$ cat src/rtl/regfile_pkg.sv
// Shared definitions for the parameterised register file: controller state
// encoding and the default parameter values used by every file of the block.
package regfile_pkg;

  typedef enum logic {
    ST_INIT = 1'b0,
    ST_RUN  = 1'b1
  } rf_state_e;

  localparam int DEF_DATA_W   = 16;
  localparam int DEF_ADDR_W   = 4;
  localparam int DEF_NUM_RD   = 2;
  localparam int DEF_ZERO_REG = 0;
  localparam int DEF_BYPASS   = 0;

endpackage

$ cat src/rtl/regfile_if.sv
// Register-file access bus: one write port, NUM_RD packed read ports and the
// ready flag that tells the master when writes are accepted.
interface regfile_if
  import regfile_pkg::*;
#(
  parameter int DATA_W = DEF_DATA_W,
  parameter int ADDR_W = DEF_ADDR_W,
  parameter int NUM_RD = DEF_NUM_RD
);

  logic                     RegWrite;
  logic [ADDR_W-1:0]        write_register;
  logic [DATA_W-1:0]        write_data;
  logic [NUM_RD*ADDR_W-1:0] read_register;
  logic [NUM_RD*DATA_W-1:0] read_data;
  logic                     ready;

  modport master (
    output RegWrite,
    output write_register,
    output write_data,
    output read_register,
    input  read_data,
    input  ready
  );

  modport slave (
    input  RegWrite,
    input  write_register,
    input  write_data,
    input  read_register,
    output read_data,
    output ready
  );

endinterface

$ cat src/rtl/regfile_init_fsm.sv
// INIT/RUN controller: after reset it walks idx over every register once,
// then parks in RUN with ready asserted until the next reset.
module regfile_init_fsm
  import regfile_pkg::*;
#(
  parameter int ADDR_W = DEF_ADDR_W
) (
  input  logic              clk,
  input  logic              reset,
  output logic              init_active,
  output logic [ADDR_W-1:0] init_idx,
  output logic              ready
);

  rf_state_e         state_q, state_d;
  logic [ADDR_W-1:0] idx_q, idx_d;
  logic              ready_q, ready_d;

  always_ff @(posedge clk or posedge reset) begin
    if (reset) begin
      state_q <= ST_INIT;
      idx_q   <= '0;
      ready_q <= 1'b0;
    end else begin
      state_q <= state_d;
      idx_q   <= idx_d;
      ready_q <= ready_d;
    end
  end

  // The last INIT edge holds idx at all-ones so it can never start a second pass.
  always_comb begin
    state_d = state_q;
    idx_d   = idx_q;
    ready_d = ready_q;
    case (state_q)
      ST_INIT: begin
        if (idx_q == '1) begin
          state_d = ST_RUN;
          ready_d = 1'b1;
        end else begin
          idx_d = idx_q + 1'b1;
        end
      end
      ST_RUN: begin
        ready_d = 1'b1;
      end
      default: begin
        state_d = ST_INIT;
        idx_d   = '0;
        ready_d = 1'b0;
      end
    endcase
  end

  assign init_active = (state_q == ST_INIT);
  assign init_idx    = idx_q;
  assign ready       = ready_q;

endmodule

$ cat src/rtl/regfile_param.sv
// Parameterised register file: self-initialising array (rf[i] = i), one write
// port, NUM_RD combinational read ports with optional forwarding and zero register.
module regfile_param
  import regfile_pkg::*;
#(
  parameter int DATA_W   = DEF_DATA_W,
  parameter int ADDR_W   = DEF_ADDR_W,
  parameter int NUM_RD   = DEF_NUM_RD,
  parameter int ZERO_REG = DEF_ZERO_REG,
  parameter int BYPASS   = DEF_BYPASS
) (
  input  logic      clk,
  input  logic      reset,
  regfile_if.slave  bus
);

  localparam int DEPTH = 1 << ADDR_W;

  logic [DATA_W-1:0]        rf_q [DEPTH];
  logic                     init_active;
  logic [ADDR_W-1:0]        init_idx;
  logic                     ready;
  logic                     wr_en_d;
  logic [ADDR_W-1:0]        wr_addr_d;
  logic [DATA_W-1:0]        wr_data_d;
  logic                     fwd_en;
  logic [NUM_RD*DATA_W-1:0] rd_bus;

  function automatic logic [DATA_W-1:0] init_value(input logic [ADDR_W-1:0] i);
    return DATA_W'(i);
  endfunction

  function automatic logic is_zero_addr(input logic [ADDR_W-1:0] a);
    return (ZERO_REG != 0) && (a == '0);
  endfunction

  regfile_init_fsm #(
    .ADDR_W (ADDR_W)
  ) u_init_fsm (
    .clk         (clk),
    .reset       (reset),
    .init_active (init_active),
    .init_idx    (init_idx),
    .ready       (ready)
  );

  assign bus.ready = ready;

  // INIT owns the write port; user writes only land once the controller is in RUN.
  always_comb begin
    wr_en_d   = 1'b0;
    wr_addr_d = bus.write_register;
    wr_data_d = bus.write_data;
    if (!reset) begin
      if (init_active) begin
        wr_en_d   = 1'b1;
        wr_addr_d = init_idx;
        wr_data_d = is_zero_addr(init_idx) ? '0 : init_value(init_idx);
      end else if (bus.RegWrite && !is_zero_addr(bus.write_register)) begin
        wr_en_d = 1'b1;
      end
    end
  end

  always_ff @(posedge clk) begin
    if (wr_en_d) begin
      rf_q[wr_addr_d] <= wr_data_d;
    end
  end

  assign fwd_en = (BYPASS != 0) && !init_active && bus.RegWrite;

  for (genvar k = 0; k < NUM_RD; k++) begin : g_rd
    logic [ADDR_W-1:0] ra;
    logic [DATA_W-1:0] rd;

    assign ra = bus.read_register[k*ADDR_W +: ADDR_W];

    // Zero register wins over forwarding so address 0 can never leak a write.
    always_comb begin
      rd = rf_q[ra];
      if (init_active) begin
        rd = '0;
      end else if (is_zero_addr(ra)) begin
        rd = '0;
      end else if (fwd_en && (ra == bus.write_register)) begin
        rd = bus.write_data;
      end
    end

    assign rd_bus[k*DATA_W +: DATA_W] = rd;
  end

  assign bus.read_data = rd_bus;

endmodule

$ cat src/flat_wrapper.sv
// flat-port wrapper written by rule: the top's interface ports become plain ports
module regfile_param_flat import regfile_pkg::*;
#(
  parameter int DATA_W   = DEF_DATA_W,
  parameter int ADDR_W   = DEF_ADDR_W,
  parameter int NUM_RD   = DEF_NUM_RD,
  parameter int ZERO_REG = DEF_ZERO_REG,
  parameter int BYPASS   = DEF_BYPASS
)
  (clk, reset, bus_RegWrite, bus_write_register, bus_write_data, bus_read_register, bus_read_data, bus_ready);
  regfile_if #(.DATA_W(DATA_W), .ADDR_W(ADDR_W), .NUM_RD(NUM_RD)) bus_i ();
  input  logic clk;
  input  logic reset;
  input wire logic [$bits(bus_i.RegWrite)-1:0] bus_RegWrite;
  input wire logic [$bits(bus_i.write_register)-1:0] bus_write_register;
  input wire logic [$bits(bus_i.write_data)-1:0] bus_write_data;
  input wire logic [$bits(bus_i.read_register)-1:0] bus_read_register;
  output wire logic [$bits(bus_i.read_data)-1:0] bus_read_data;
  output wire logic [$bits(bus_i.ready)-1:0] bus_ready;
  assign bus_i.RegWrite = bus_RegWrite;
  assign bus_i.write_register = bus_write_register;
  assign bus_i.write_data = bus_write_data;
  assign bus_i.read_register = bus_read_register;
  assign bus_read_data = bus_i.read_data;
  assign bus_ready = bus_i.ready;
  regfile_param #(.DATA_W(DATA_W), .ADDR_W(ADDR_W), .NUM_RD(NUM_RD), .ZERO_REG(ZERO_REG), .BYPASS(BYPASS)) u_core (.clk(clk), .reset(reset), .bus(bus_i));
endmodule
$ cat config.mk
export PLATFORM = sky130hd
export DESIGN_NAME = regfile_param_flat
export DESIGN_NICKNAME = d
export VERILOG_FILES = /design/src/rtl/regfile_pkg.sv /design/src/rtl/regfile_if.sv /design/src/rtl/regfile_init_fsm.sv /design/src/rtl/regfile_param.sv /design/src/flat_wrapper.sv
export SDC_FILE = /design/constraint.sdc
export NUM_CORES = 1
export LEC_CHECK = 0
export CORE_MARGIN = 8
export CORE_UTILIZATION = 60
export DETAILED_ROUTE_END_ITERATION = 6
export HOLD_SLACK_MARGIN = 0.05
export PLACE_DENSITY = 0.79
export SLEW_MARGIN = 10
export SYNTH_ARGS = -nofsm -noshare
export SYNTH_HDL_FRONTEND = slang
export SYNTH_SLANG_ARGS = --single-unit
export TNS_END_PERCENT = 20
$ cat constraint.sdc
create_clock -name clk -period 3.1 [get_ports clk]
set_input_delay 0.31 -clock clk [delete_from_list [all_inputs] [get_ports clk]]
set_output_delay 0.31 -clock clk [all_outputs]
set_load 0.005 [all_outputs]
==> results of run 1 <==
-- worst max-delay path, cell delays in order --
cell and delay (ps):
clkdlybuf4s50_1 440, buf_4 170, nor2_2 740, buf_4 290, a22oi_1 100, nand2_1 120
o21ai_1 80, clkdlybuf4s50_1 470
-- layout make-up --
cell class                 instances  share of cell area
clock inverter                    15             0.00809
timing repair buffer             137              0.0853
multi-input combinational        509               0.304
clock buffer                      29              0.0436
inverter                           6             0.00153
tap                              275              0.0234
sequential                       262               0.534
-- cells in the mapped netlist, types with 4 or more instances --
library cell / instances / area (µm²)
buf_2: 18 / 90.1
inv_1: 6 / 22.5
dfrtp_1: 6 / 150
a21oi_1: 8 / 40.0
a31oi_1: 5 / 31.3
nor2b_1: 16 / 100
a221oi_1: 5 / 43.8
nand2_1: 46 / 173
nor2_1: 21 / 78.8
mux2_2: 5 / 56.3
mux4_1: 12 / 315
o211ai_1: 16 / 120
buf_4: 8 / 60.1
o21ai_1: 12 / 60.1
buf_8: 4 / 60.1
mux4_2: 19 / 428
a22oi_1: 87 / 653
edfxtp_1: 256 / 7690
buf_6: 14 / 158
mux2i_1: 195 / 1950
o21ai_0: 17 / 85.1
nand3_1: 20 / 100
clkbuf_1: 11 / 41.3
nand2b_1: 11 / 68.8
-- state kept, by name (all words and copies together) (netlist names) --
| name | flops |
|---|---|
| u_core.u_init_fsm.init_idx | 4 |
| u_core.u_init_fsm.state_q | 1 |
| u_core.u_init_fsm.ready | 1 |
| u_core.rf_q | 256 |
-- power by group --
part | switching, mW | total, mW | internal, mW
clock | 1.27 | 2.90 | 1.63
sequential | 0.0105 | 3.92 | 3.91
combinational | 0.433 | 0.778 | 0.345
total | 1.71 | 7.60 | 5.89
-- logic make-up (layout without fill, tap and decap cells) --
family,count (synthesis),in the layout,synth area share
flops,262,262,0.616
compound gates,151,151,0.0819
mux,231,231,0.216
buf+inv,66,187,0.0371
simple gates,124,124,0.0461
xor+xnor,2,2,0.00138
fa+ha+maj,1,1,0.000984
-- per-stage QoR --
stage | util | setup slack [ps] | cell area (µm²)
after CTS | 0.703 | 2.42 | 14700
after floorplan | - | 869 | 12700
final | 0.703 | 59.5 | 14700
after detailed placement | 0.666 | 22.5 | 13900
after global placement | 0.666 | 143 | 13900
after global routing | 0.703 | 3.46 | 14700
-- placed cells by master, fill, tap and decap left out, types with 2 or more instances in the layout --
master | Yosys | layout
clkinv_2 | 0 | 2
xnor2_1 | 2 | 2
a21oi_1 | 8 | 8
and2_1 | 2 | 2
nor2_1 | 21 | 3
buf_4 | 8 | 69
o21ai_0 | 17 | 17
mux4_2 | 19 | 19
dfrtp_1 | 6 | 6
nand3_1 | 20 | 20
o21ai_1 | 12 | 12
nand2b_1 | 11 | 11
mux2i_1 | 195 | 195
clkbuf_16 | 0 | 25
nand2_1 | 46 | 45
clkbuf_1 | 11 | 4
inv_1 | 6 | 6
a221oi_1 | 5 | 5
a22oi_1 | 87 | 87
nor2b_2 | 0 | 3
buf_6 | 14 | 2
nor3b_1 | 3 | 3
bufinv_16 | 0 | 2
mux4_1 | 12 | 12
clkinv_1 | 0 | 9
o211ai_1 | 16 | 16
mux2_2 | 5 | 5
buf_12 | 1 | 5
nor2_2 | 1 | 19
clkinvlp_4 | 0 | 2
a31oi_1 | 5 | 5
clkdlybuf4s50_1 | 0 | 60
edfxtp_1 | 256 | 256
nor2b_1 | 16 | 12
-- layer usage --
metal,wire (µm),track usage
met4,1600,0.128
met5,0,0
met2,17400,0.451
met3,3970,0.0453
met1,12500,0.340
-- path summary, 6_finish.rpt --
kind	from	endpoint	slack (ps)	depth (start not counted)
min	reset	u_core.u_init_fsm.init_idx[3]	120	2
max in group asynchronous	reset	u_core.u_init_fsm.ready	2780	2
max	bus_read_register[5]	bus_read_data[26]	60	8
min in group clk	u_core.u_init_fsm.ready	u_core.u_init_fsm.ready	510	1
min reg2reg	u_core.u_init_fsm.ready	u_core.u_init_fsm.ready	510	1
max reg2reg	u_core.u_init_fsm.state_q	u_core.rf_q[5][1]	490	5
==> summary.md, run 1 <==
| Metric | Value |
|---|---|
| Setup Viol. Count Final | `0` |
| Post-Layout Cell Count | `1,233` |
| Die Width | `162 µm` |
| Max-Cap Viols | `0` |
| Antenna Cells | `0` |
| Final setup TNS | `0 ps` |
| I/O Pins | `between 60 and 70` |
| RSZ-0062 raised after global routing | `false` |
| Layout cells sized above 1 | `0.163` |
| Post-CTS resize count | `0` |
| Status | `complete, no violations` |
| Initial DRT Pass Iterations | `7` |
| Post-synthesis sequential area ratio | `0.616` |
| Relative slew margins | `0.355` |
| Final hold violations | `0` |
| Total grt overflow | `0` |
| Max FO, Critical Path | `14` |
| Clock root buffer | `clkbuf_16` |
| Cts bufs inserted | `25` |
| Syn nets | `869` |
| Row count | `53` |
| Global Route Usage Sum | `0.270` |
| Post-DR vias/cell | `6.90` |
| Clk_lat worst skew | `roughly 520 ps` |
| Global-route wire length before repair | `53,500 µm` |
| Hold Path Class | `in2async` |
| LEAKAGE | `5.39 nW` |
| Ys Warns | `0` |
| Peak VDD IR | `0.478 mV` |
| Initial drt markers | `just over 1,000` |
| Routed wire length | `35,500 µm` |
| DPL Wire Length | `roughly 23,000 µm` |
| Final net count | `973` |
| WP data arrival | `2730 ps` |
| Final period utilization | `0.981` |
| CTS Hold Bufs | `0` |
| Initial Util | `0.609` |
| Netlist Area Pre-Place | `between 10,000 and 15,000 µm²` |
| Setup Fix Bufs, Post-CTS | `0` |
| Port-buffer cells | `63` |
| DRC Markers | `0` |
| Pwr Total | `7.60 mW` |
| Pin count of the biggest net entering global routing | `44` |
| Die ar. | `26,100 µm²` |
| CP Class | `in2out` |
| Worst Clk Skew | `between 10 and 15 ps` |
| Area of the multi-input gates | `around 4500 µm²` |
| Core Box Area | `20,900 µm²` |
| TritonCTS clock tree | `built` |
| Post-synth ARST share | `0.0229` |
| Mean Syn Cell Area | `15.2 µm²` |
| Post-Syn Instances | `837` |
| Post-route ant nets | `0` |
| Vias in the first global route | `approximately 9,000` |
| P per Cell Area | `518 nW/µm²` |
| Most used DFF post-synth | `edfxtp_1` |
| Maximum clock rate | `329 MHz` |
| Die H | `162 µm` |
| Worst Tran Pin Value | `967 ps` |
| Critical Path RT | `2790 ps` |
| Post-synth EDFFs | `256` |
| Final Wtd Congestion | `0.904` |
| Crit. End Element | `output port` |
| Routed length per instance | `28.8 µm` |
| H-tree Lvls | `1` |
| Vias | `8,510` |
| Minimum clock period | `approximately 3000 ps` |
| Layout area overhead | `15.5%` |
| CTS sink cnt | `262` |
| Hold_ws | `121 ps` |
| Placed Cells | `1,189` |
| Clk slew on worst S/H paths | `60 ps` |
| Fill count | `1,300` |
| Synth unique cells | `38` |
| Post-synthesis register bit count | `~260` |
| CTS max path bufs | `3` |
| Sequential cell area | `7840 µm²` |
| Initial antenna violation count | `0` |
| Max Slew Vio Count | `0` |
| Worst setup SP type | `input pin` |
No activity file was read; power rests on OpenSTA's default activity.
==> run 2, diff against run 1 <==
- GPL_ROUTABILITY_DRIVEN: not set -> 0
==> run 2 against run 1 <==
  * First-iteration DRC count down 6.8%
  * Fmax up 2.4%
  * Register-to-register slack better by 70 ps
  * Sequential cell count unchanged
  * Via count down 0.47%
  * Wire length down 1.4%
  * Die area unchanged
  * Cell count up 0.41%
  * Core utilization up 0.19 points
  * Count of clock-buffer cells in the layout up 4
  * Power down 0.96%
==> summary.md, run 2 (synthesis gave the netlist of run 1 again) <==
| Metric | Value |
|---|---|
| Worst Clk Skew | `around 11 ps` |
| Routed length per instance | `28.2 µm` |
| Maximum clock rate | `337 MHz` |
| Sequential cell area | `7840 µm²` |
| Max Slew Vio Count | `0` |
| Cts bufs inserted | `26` |
| Critical Path RT | `2790 ps` |
| Final setup TNS | `0 ps` |
| Fin area | `~15,000 µm²` |
| CTS max path bufs | `3` |
| CTS Hold Bufs | `0` |
| Clock root buffer | `clkbuf_16` |
| Pwr Total | `7.53 mW` |
| Port-buffer cells | `63` |
| Worst flop-to-flop path startpoint | `u_core.u_init_fsm.state_q` |
| Post-Place Setup Slack | `roughly 18 ps` |
| RSZ-0062 raised after global routing | `false` |
| Pin count of the biggest net entering global routing | `28` |
| LEAKAGE | `5.40 nW` |
| Clk slew on worst S/H paths | `60 ps` |
| Fill count | `about 1,400` |
| Layout cells sized above 1 | `0.164` |
| Max FO, Critical Path | `9` |
| TritonCTS clock tree | `built` |
| Vias in the first global route | `8,506` |
| CP Class | `in2out` |
| P per Cell Area | `511 nW/µm²` |
| Worst path slowest cell | `clkdlybuf4s50_1` |
| Worst setup SP type | `input pin` |
| Die H | `162 µm` |
| Most frequent cells in the layout | `edfxtp_1, mux2i_1, a22oi_1, buf_4, clkdlybuf4s50_1` |
| Status | `complete, no violations` |
| Final period utilization | `0.958` |
| CTS sink cnt | `about 260` |
| Crit path from | `bus_read_register[6]` |
| Delay-heaviest family, CP | `buffers and inverters` |
| Die Width | `162 µm` |
| Area post-placement | `approximately 14,000 µm²` |
| Final hold violations | `0` |
| I/O Pins | `64` |
| Critical Path End | `bus_read_data[24]` |
| Setup Viol. Count Final | `0` |
| H-tree Lvls | `1` |
| DRC Markers | `0` |
| Most common cell after layout, fill and taps aside | `edfxtp_1` |
| CP dominant cell by count | `buf_4` |
| Global Route Usage Sum | `0.260` |
| Worst path max stage delay | `550 ps` |
| Clk_lat worst skew | `between 500 and 600 ps` |
| Setup ws final | `131 ps` |
| Crit. End Element | `output port` |
| Reg2Reg Depth | `5` |
| WP data arrival | `2660 ps` |
| Minimum clock period | `2970 ps` |
| Final net count | `976` |
| Max FFs per register | `256` |
| Layout area overhead | `15.8%` |
| Area of the multi-input gates | `4480 µm²` |
| Most flops, register | `u_core.rf_q` |
| Max-Cap Viols | `0` |
| Relative slew margins | `0.394` |
| Antenna Cells | `0` |
| CP Cell Sequence | `clkdlybuf4s50_1, buf_4, buf_4, nor2b_2, buf_4, a22oi_1, nand3_1, o21ai_1, clkdlybuf4s50_1` |
| Initial antenna violation count | `0` |
| Levels on crit path | `9` |
| Die ar. | `26,100 µm²` |
| Total grt overflow | `0` |
| Global-route wire length before repair | `51,500 µm` |
| Hold Path Class | `in2async` |
| Peak VDD IR | `0.525 mV` |
| Post-route ant nets | `0` |
| Core Box Area | `roughly 21,000 µm²` |
| Worst Tran Pin Value | `907 ps` |
| Row count | `53` |
| Hold_ws | `~110 ps` |
| Setup slack, reg-to-reg | `560 ps` |
| Initial drt markers | `~970` |
| Routed wire length | `approximately 35,000 µm` |
| Post-DR vias/cell | `6.84` |
| Initial Util | `0.609` |
| Worst R2R End | `u_core.rf_q[7][4]` |
| Initial DRT Pass Iterations | `5` |
| Vias | `between 8,000 and 9,000` |
| DPL Wire Length | `22,600 µm` |
| Critical path buffers and inverters | `5` |
run 2: stage by stage:
step                       util  instances
after floorplan               -        837
after global placement    0.668       1191
after detailed placement  0.668       1191
after CTS                 0.704       1238
after global routing      0.705       1238
final                     0.705       1238
run 2: how the worst min path moves through the flow:
stage	start	endpoint	slack (ps)
floorplan	reset	u_core.u_init_fsm.init_idx[0]	100
global placement	u_core.u_init_fsm.ready	u_core.u_init_fsm.ready	450
detailed placement	u_core.u_init_fsm.ready	u_core.u_init_fsm.ready	490
CTS	reset	u_core.u_init_fsm.state_q	100
global route	reset	u_core.u_init_fsm.state_q	160
finish	reset	u_core.u_init_fsm.state_q	110
run 2: worst reg2reg max path, stage by stage (launching register included):
cell and delay [ps]:
dfrtp_1 510, nor2_2 540, mux2i_1 300, nand2_1 180, nor2_2 450, buf_4 270
run 2: final cells by class:
class                           instances  area share
Multi-Input combinational cell        509       0.304
Inverter                                6     0.00153
Clock inverter                         14     0.00382
Sequential cell                       262       0.532
Tap cell                              275      0.0234
Clock buffer                           33      0.0474
Timing Repair Buffer                  139      0.0877
run 2: per-layer routing:
metal / GRT usage / up-vias / part of all wire
met3: 0.0382 / 107 / 0.099
met1: 0.341 / 4234 / 0.38
li1: - / 3568 / -
met5: 0 / - / 0
met4: 0.0972 / 0 / 0.033
met2: 0.435 / 561 / 0.49
run 2: what timing repair did:
item,4_1_cts,5_1_grt
setup endpoints to repair,0,22
hold endpoints to repair,0,0
resized for setup,0,4
buffers inserted,0,0
run 2: report_power, final:
group          internal, mW  switching [mW]  leakage (nW)
Sequential             3.91          0.0103          2.36
Combinational         0.352           0.435          2.67
Clock                  1.58            1.25         0.369
==> run 3, diff against run 2 <==
- CTS_CLUSTER_DIAMETER: not set -> 200
==> results of run 3 <==
Same layout as run 2: the final DEF is identical, and so are final timing and power.
